File: src/rtl/csr_arb_pkg.sv
// Shared CSR bus widths, arbiter state encoding and default write-lock base.
// Used by the arbiter, the I2C slave and the register file.
package csr_arb_pkg;

    localparam int CSR_ADDR_W = 5;
    localparam int CSR_DATA_W = 8;

    localparam logic [CSR_ADDR_W-1:0] LOCK_BASE_DEF = 5'h18;

    typedef enum logic [1:0] {
        IDLE,
        P1_ACC,
        P1_ACK
    } arb_state_t;

endpackage

File: src/rtl/csr_arbiter.sv
// Two-master CSR bus arbiter: port 0 (I2C slave) never stalls, port 1 gets
// single-beat request/ack slots. Optional macro: CSR_ARB_WRITE_LOCK_EN.
import csr_arb_pkg::*;

module csr_arbiter #(
    parameter int                ADDR_W    = CSR_ADDR_W,
    parameter int                DATA_W    = CSR_DATA_W,
    parameter logic [ADDR_W-1:0] LOCK_BASE = LOCK_BASE_DEF
) (
    input  logic              clk,
    input  logic              rst,
    input  logic [ADDR_W-1:0] p0_a,
    input  logic              p0_we,
    input  logic [DATA_W-1:0] p0_do,
    output logic [DATA_W-1:0] p0_di,
    input  logic              p1_req,
    input  logic              p1_we,
    input  logic [ADDR_W-1:0] p1_a,
    input  logic [DATA_W-1:0] p1_do,
    output logic              p1_ack,
    output logic [DATA_W-1:0] p1_di,
    output logic              p1_err,
    output logic [ADDR_W-1:0] csr_a,
    output logic              csr_we,
    output logic [DATA_W-1:0] csr_do,
    input  logic [DATA_W-1:0] csr_di
);

    arb_state_t        state_q, state_d;
    logic [DATA_W-1:0] p0_di_q, p0_di_d;
    logic [DATA_W-1:0] p1_di_q, p1_di_d;
    logic              p1_ack_q, p1_ack_d;
    logic              p1_err_q, p1_err_d;
    logic              p1_sel;
    logic              p1_lock;

`ifdef CSR_ARB_WRITE_LOCK_EN
    // Port 1 writes into the protected window are dropped but still acked.
    always_comb begin
        p1_lock = p1_we && (p1_a >= LOCK_BASE);
    end
`else
    logic unused_lock_base;

    // Lock window is inert in this build.
    always_comb begin
        p1_lock          = 1'b0;
        unused_lock_base = ^LOCK_BASE;
    end
`endif

    // Downstream mux: port 0 writes always win, port 1 only in its access slot.
    always_comb begin
        p1_sel = (state_q == P1_ACC) && p1_req && !p0_we;
        if (p1_sel) begin
            csr_a  = p1_a;
            csr_we = p1_we && !p1_lock;
            csr_do = p1_do;
        end else begin
            csr_a  = p0_a;
            csr_we = p0_we;
            csr_do = p0_do;
        end
        p0_di_d = p1_sel ? p0_di_q : csr_di;
    end

    // Next state; a request dropped mid-access aborts quietly to IDLE.
    always_comb begin
        state_d  = state_q;
        p1_di_d  = p1_di_q;
        p1_ack_d = 1'b0;
        p1_err_d = 1'b0;
        unique case (state_q)
            IDLE: begin
                if (p1_req) state_d = P1_ACC;
            end
            P1_ACC: begin
                if (!p1_req) begin
                    state_d = IDLE;
                end else if (!p0_we) begin
                    state_d  = P1_ACK;
                    p1_ack_d = 1'b1;
                    p1_err_d = p1_lock;
                    p1_di_d  = csr_di;
                end
            end
            P1_ACK: begin
                state_d = IDLE;
            end
            default: begin
                state_d = IDLE;
            end
        endcase
    end

    // State and registered outputs.
    always_ff @(posedge clk) begin
        if (rst) begin
            state_q  <= IDLE;
            p0_di_q  <= '0;
            p1_di_q  <= '0;
            p1_ack_q <= 1'b0;
            p1_err_q <= 1'b0;
        end else begin
            state_q  <= state_d;
            p0_di_q  <= p0_di_d;
            p1_di_q  <= p1_di_d;
            p1_ack_q <= p1_ack_d;
            p1_err_q <= p1_err_d;
        end
    end

    assign p0_di  = p0_di_q;
    assign p1_di  = p1_di_q;
    assign p1_ack = p1_ack_q;
    assign p1_err = p1_err_q;

endmodule

File: config.mk
export PLATFORM = sky130hd
export DESIGN_NAME = csr_arbiter
export DESIGN_NICKNAME = d
export VERILOG_FILES = /design/src/rtl/csr_arb_pkg.sv /design/src/rtl/csr_arbiter.sv
export SDC_FILE = /design/constraint.sdc
export NUM_CORES = 1
export LEC_CHECK = 0
export CORE_MARGIN = 8
export CORE_UTILIZATION = 34
export DETAILED_ROUTE_END_ITERATION = 10
export GPL_TIMING_DRIVEN = 0
export PLACE_DENSITY = 0.87
export RECOVER_POWER = 100
export SYNTH_ARGS = -nofsm -noshare
export SYNTH_HDL_FRONTEND = slang
export SYNTH_SLANG_ARGS = --single-unit
export TNS_END_PERCENT = 1
File: constraint.sdc
create_clock -name clk -period 1.2 [get_ports clk]
set_input_delay 0.12 -clock clk [delete_from_list [all_inputs] [get_ports clk]]
set_output_delay 0.12 -clock clk [all_outputs]
set_load 0.1 [all_outputs]
---- Word-level counts from Yosys, hierarchy flattened ----
Cells that the tools add are included.
cells by class
  bitwise operators ....................... 3
  mux-type cells .......................... 8
  reduce and logical (&&, ||, !) cells .... 7
  eq/ne operators ......................... 3
operators by type and width
  cell                count
  $mux 8              1
  $mux 2              3
  $mux 5              1
  $pmux 2 s2          1
  $ne 3x3->1 const B  1
  $not 1->1           3
  $reduce_and 3->1    1
  $reduce_or 3->1     1
  $eq 2x1->1 const B  1
  $logic_and 1x1->1   2
  $logic_not 2->1     1
  $mux 1              2
  $ne 2x2->1 const B  1
  $reduce_and 2->1    1
  $logic_not 1->1     1
word-level totals
  input bits .............................. 39
  output and inout port bits .............. 32
  word-level logic and storage cells ...... 25
  register bits after elaboration ......... 19

---- Longest topological paths before layout ----
  depth in word-level cells ............... 4
  depth in mapped cells ................... 3
  mapped depth without buffers ............ 2

---- Worst setup path after synthesis ----
No wires, ideal clock.
  kind .................................... reg-to-output
  start ................................... register state_q[0]
  end ..................................... output csr_we
  required time ........................... 1080 ps
  slack ................................... -404 ps
  path buffers ............................ 1
  cell stages (with the launch flop) ...... 4
  data arrival time ....................... 1484 ps
  cell sequence ........................... dfxtp_1 > and4bb_2 > buf_4 > a21o_1
on the way
  cells in the longest elaborated chain, start to end .. 4
RTL lines
  element                         RTL line            source
  from (decl)                     csr_arbiter.sv:29   arb_state_t state_q, state_d;
  from (signal assigned)          csr_arbiter.sv:105  state_q <= state_d;
  $eq 2x1->1                      csr_arbiter.sv:54   p1_sel = (state_q == P1_ACC) && p1_req && !p0_we;
  $logic_and 1x1->1 (2 in a row)  csr_arbiter.sv:54
  $mux 1                          csr_arbiter.sv:55   if (p1_sel) begin
  to (decl)                       csr_arbiter.sv:24   output logic csr_we,
No other way between the ends.

---- Final worst setup path ----
  start ................................... register state_q[1]
  end ..................................... output csr_do[4]
on the way
  cells in the longest elaborated chain, start to end .. 4
RTL lines
  element                         RTL line           source
  $eq 2x1->1                      csr_arbiter.sv:54
  $logic_and 1x1->1 (2 in a row)  csr_arbiter.sv:54
  $mux 8                          csr_arbiter.sv:55
  to (decl)                       csr_arbiter.sv:25  output logic [DATA_W-1:0] csr_do,
No other way between the ends.

==> run summary <==
Counting the fill cells in the layout gives 246. The total met3 wirelength after detailed routing is 277 um. For this configuration, the core starts out at a cell density of 0.344. In the final routed layout, each cell accounts on average for 17.3 um. The multi-input combinational cells in the finished layout cover a total of 593 um2. The die outline area came out at 4990 um2. The net count of the mapped netlist came out at 126. The warning count from the yosys run is 0.

The switching power share of the total came out at 0.404. The first TritonRoute pass finished after 4 iterations. The number of enable-type register cells in the synthesized netlist is 0. The clock arrives with 6.81 ps of skew.

In this run the worst hold path is classified as input port to flop. Wire segments on met2 add up to 1600 um in the final route. The highest net fanout along the worst path came out at 10. The number of levels in the clock H-tree came out at 1.

The clock latency at the later pin of the worst-skew pair came out at 300 ps. Setup repair after global routing could not meet its margin everywhere. The final worst slack came out at -440 ps. The switching component of the power came out at 729 uW.

The number of vias in the routed layout came out at 910. The count of mapped cells out of synthesis is 87. The final critical-path required period is 1640 ps.

The number of pins exceeding their max-slew limit in the final report is 0. The share of total power dissipated in combinational logic is 0.448. The delay of the slowest cell on the worst path came out at 340 ps. The total setup buffers inserted after CTS came out at 0. The sequential area share after synthesis came out at 0.375. The fraction of layout cells with a size suffix above 1 is 0.363. The largest net degree at the start of global routing is 12. The final-stage net count is 200.

The share of total power in the clock network came out at 0.180. The type of element capturing the critical path is a primary output. The standard cell core area came out at 2950 um2.

STA classifies the critical path startpoint as a flop. The post-detailed-routing wire length came out at 3340 um. Traced cell by cell, the critical path runs through nand4bb_4 -> buf_6 -> mux2_4 -> buf_8. The final setup violation count came out at 14. The x dimension of the die came out at 70.6 um. The largest individual stage delay along the critical path comes from the cell dfxtp_2. The highest metal layer with signal wires is met4. The final clock period utilization by the worst path is 1.37. The final reports fail on setup timing. Port buffering added 69 buffers. Counting the buffers created by CTS gives 3. The number of distinct library cells after synthesis came out at 15. The number of antenna violations at the first check in global routing is 0. Once placement finished, the instance area stood at 1760 um2. The static leakage power came out at 0.816 nW.

The cell count after placement is 189. The global route total overflow is 0. For the worst setup path, the data required time is 1080 ps. The first-iteration detailed-routing DRC count is 7. The async set-or-reset flop fraction in the synthesized netlist is 0. TritonCTS built the clock tree. The worst hold slack across all endpoints is 272 ps. The number of global-route vias before repair is 962. After clock tree synthesis, the clock-pin slew on the worst setup and hold paths is 100 ps. The finished layout holds 193 standard cells, fillers aside. Based on the critical path, the design can be clocked at up to 0.610 GHz. The run finished, with violations left. The final cell utilization of the core came out at 0.610. The placer's final routability congestion estimate is 0.798.

The overall global routing resource usage came out at 0.132. The detailed router put a total of 1450 um of wire on met1. Internal power comes to 1.08 mW.

The number of hold violations in the final report came to 0. The most used flip-flop cell after synthesis is dfxtp_1. The die is 70.6 um tall. The clock net sink count is 19. The part of the total power dissipated in sequential elements is 0.372. The average via count per standard cell is 4.72.

In the routed design, unresolved DRC markers number 0. In this run the core area contains 20 standard-cell rows. The wire length of the first global-routing pass came out at 5110 um. The total power divided by cell area came out at 1000 nW/um2.

The placement-stage worst setup slack came out at -1400 ps. Each instance of the synthesized netlist takes up on average 11.7 um2. The data arrival time of the critical path came out at 1520 ps. The post-route standard cell area excluding fillers is 1800 um2.

The detail route stage leaves a number of antenna-violating nets equal to 0. The critical path in this run is classified as flop to primary output. The summed instance area of the synthesized netlist is 1010 um2. The number of synthesized register bits is 19. The clock passes through at most 2 buffers. After legalization and detailed placement, the total HPWL measured 2790 um. The tool flagged a number of max-cap violations equal to 0. The root buffer cell is clkbuf_4. The area growth from synthesis to layout came out at 77.6%. The top-level I/O count came out at 71. The number of antenna diodes in the final layout is 0. The sequential cells in the finished layout cover a total of 384 um2. Across the VDD grid, the largest voltage drop is 0.448 mV.
[metrics by stage]
step                      total power, mW  setup TNS [ps]
final                                1.80           -6060
after global routing                 1.88           -6950
after CTS                            1.83           -6160
after detailed placement             1.47          -30010
after global placement               1.46          -28210
after floorplan                      1.22            -589
[cells in the mapped netlist, types with 2 or more instances]
| cell | n | area, um2 |
|---|---|---|
| dfxtp_1 | 19 | 380 |
| nor3b_1 | 2 | 15.0 |
| nand2b_1 | 24 | 150 |
| clkbuf_1 | 2 | 7.51 |
| mux2_4 | 13 | 195 |
| buf_4 | 2 | 15.0 |
| mux2i_1 | 16 | 160 |
| buf_6 | 2 | 22.5 |
[layer usage]
layer,vias up,track usage
li1,439,-
met1,413,0.144
met2,56,0.229
met3,2,0.0339
met4,0,0.0670
met5,-,0
[power groups by stage]
stage               clock (mW)  sequential (mW)  combinational [mW]
floorplan                    0            0.845               0.370
global placement             0            0.684               0.776
detailed placement           0            0.686               0.784
CTS                      0.343            0.672               0.816
global route             0.367            0.675               0.833
finish                   0.325            0.671               0.808
[repair_timing]
item / in CTS / in global routing
hold buffers: 0 / 0
endpoints found under the setup margin: 31 / 14
hold endpoints to repair: 0 / 0
resized for setup: 212 / 2
pin swaps: 0 / 0
cloned: 0 / 0
[flip-flops by register name, summed over array words and instances, names as in the netlist]
signal / count
p1_di: 8
state_q: 2
p1_ack: 1
p0_di: 8
[placed cells by master, fill, tap and decap left out, types with 2 or more instances in the layout]
master | synthesis | routed
mux2_4 | 13 | 13
nor3b_1 | 2 | 2
nand2b_1 | 24 | 24
clkbuf_4 | 0 | 19
buf_4 | 2 | 2
clkbuf_1 | 2 | 2
dfxtp_1 | 19 | 16
dfxtp_2 | 0 | 3
buf_8 | 0 | 12
mux2i_1 | 16 | 16
buf_6 | 2 | 4
clkdlybuf4s50_1 | 0 | 37
[critical path, delay by kind of cell, from the launching register on]
kind	cells	cell delay, ps
buffers and inverters	2	360
flip-flops	1	340
multiplexers	1	310
AND/OR/NAND/NOR	1	210
[path summary, 6_finish.rpt]
check	from	end	slack, ps	cells past startpoint
worst max-delay path	state_q[1]	csr_do[4]	-440	4
worst min-delay path	p0_we	state_q[1]	270	2
worst max register to register	state_q[0]	p1_di[6]	80	3
worst min register to register	p0_di[7]	p0_di[7]	490	2
[cell type report]
class | count | area share
inverter | 1 | 0.00208
multi-input combinational | 61 | 0.329
clock inverter | 1 | 0.00278
tap | 33 | 0.0229
buffer | 6 | 0.0271
sequential | 19 | 0.213
timing repair buffer | 69 | 0.390
clock buffer | 3 | 0.0125
[kinds of logic (layout without fill, tap and decap cells)]
logic type / after synthesis / after routing / synth area share
multiplexers: 29 / 29 / 0.350
AND/OR/NAND/NOR: 29 / 29 / 0.211
flip-flops: 19 / 19 / 0.375
buffers and inverters: 7 / 80 / 0.0481
AO/OA/AOI/OAI: 2 / 2 / 0.0123
other: 1 / 1 / 0.00370
Power figures use the tool's default switching activity.
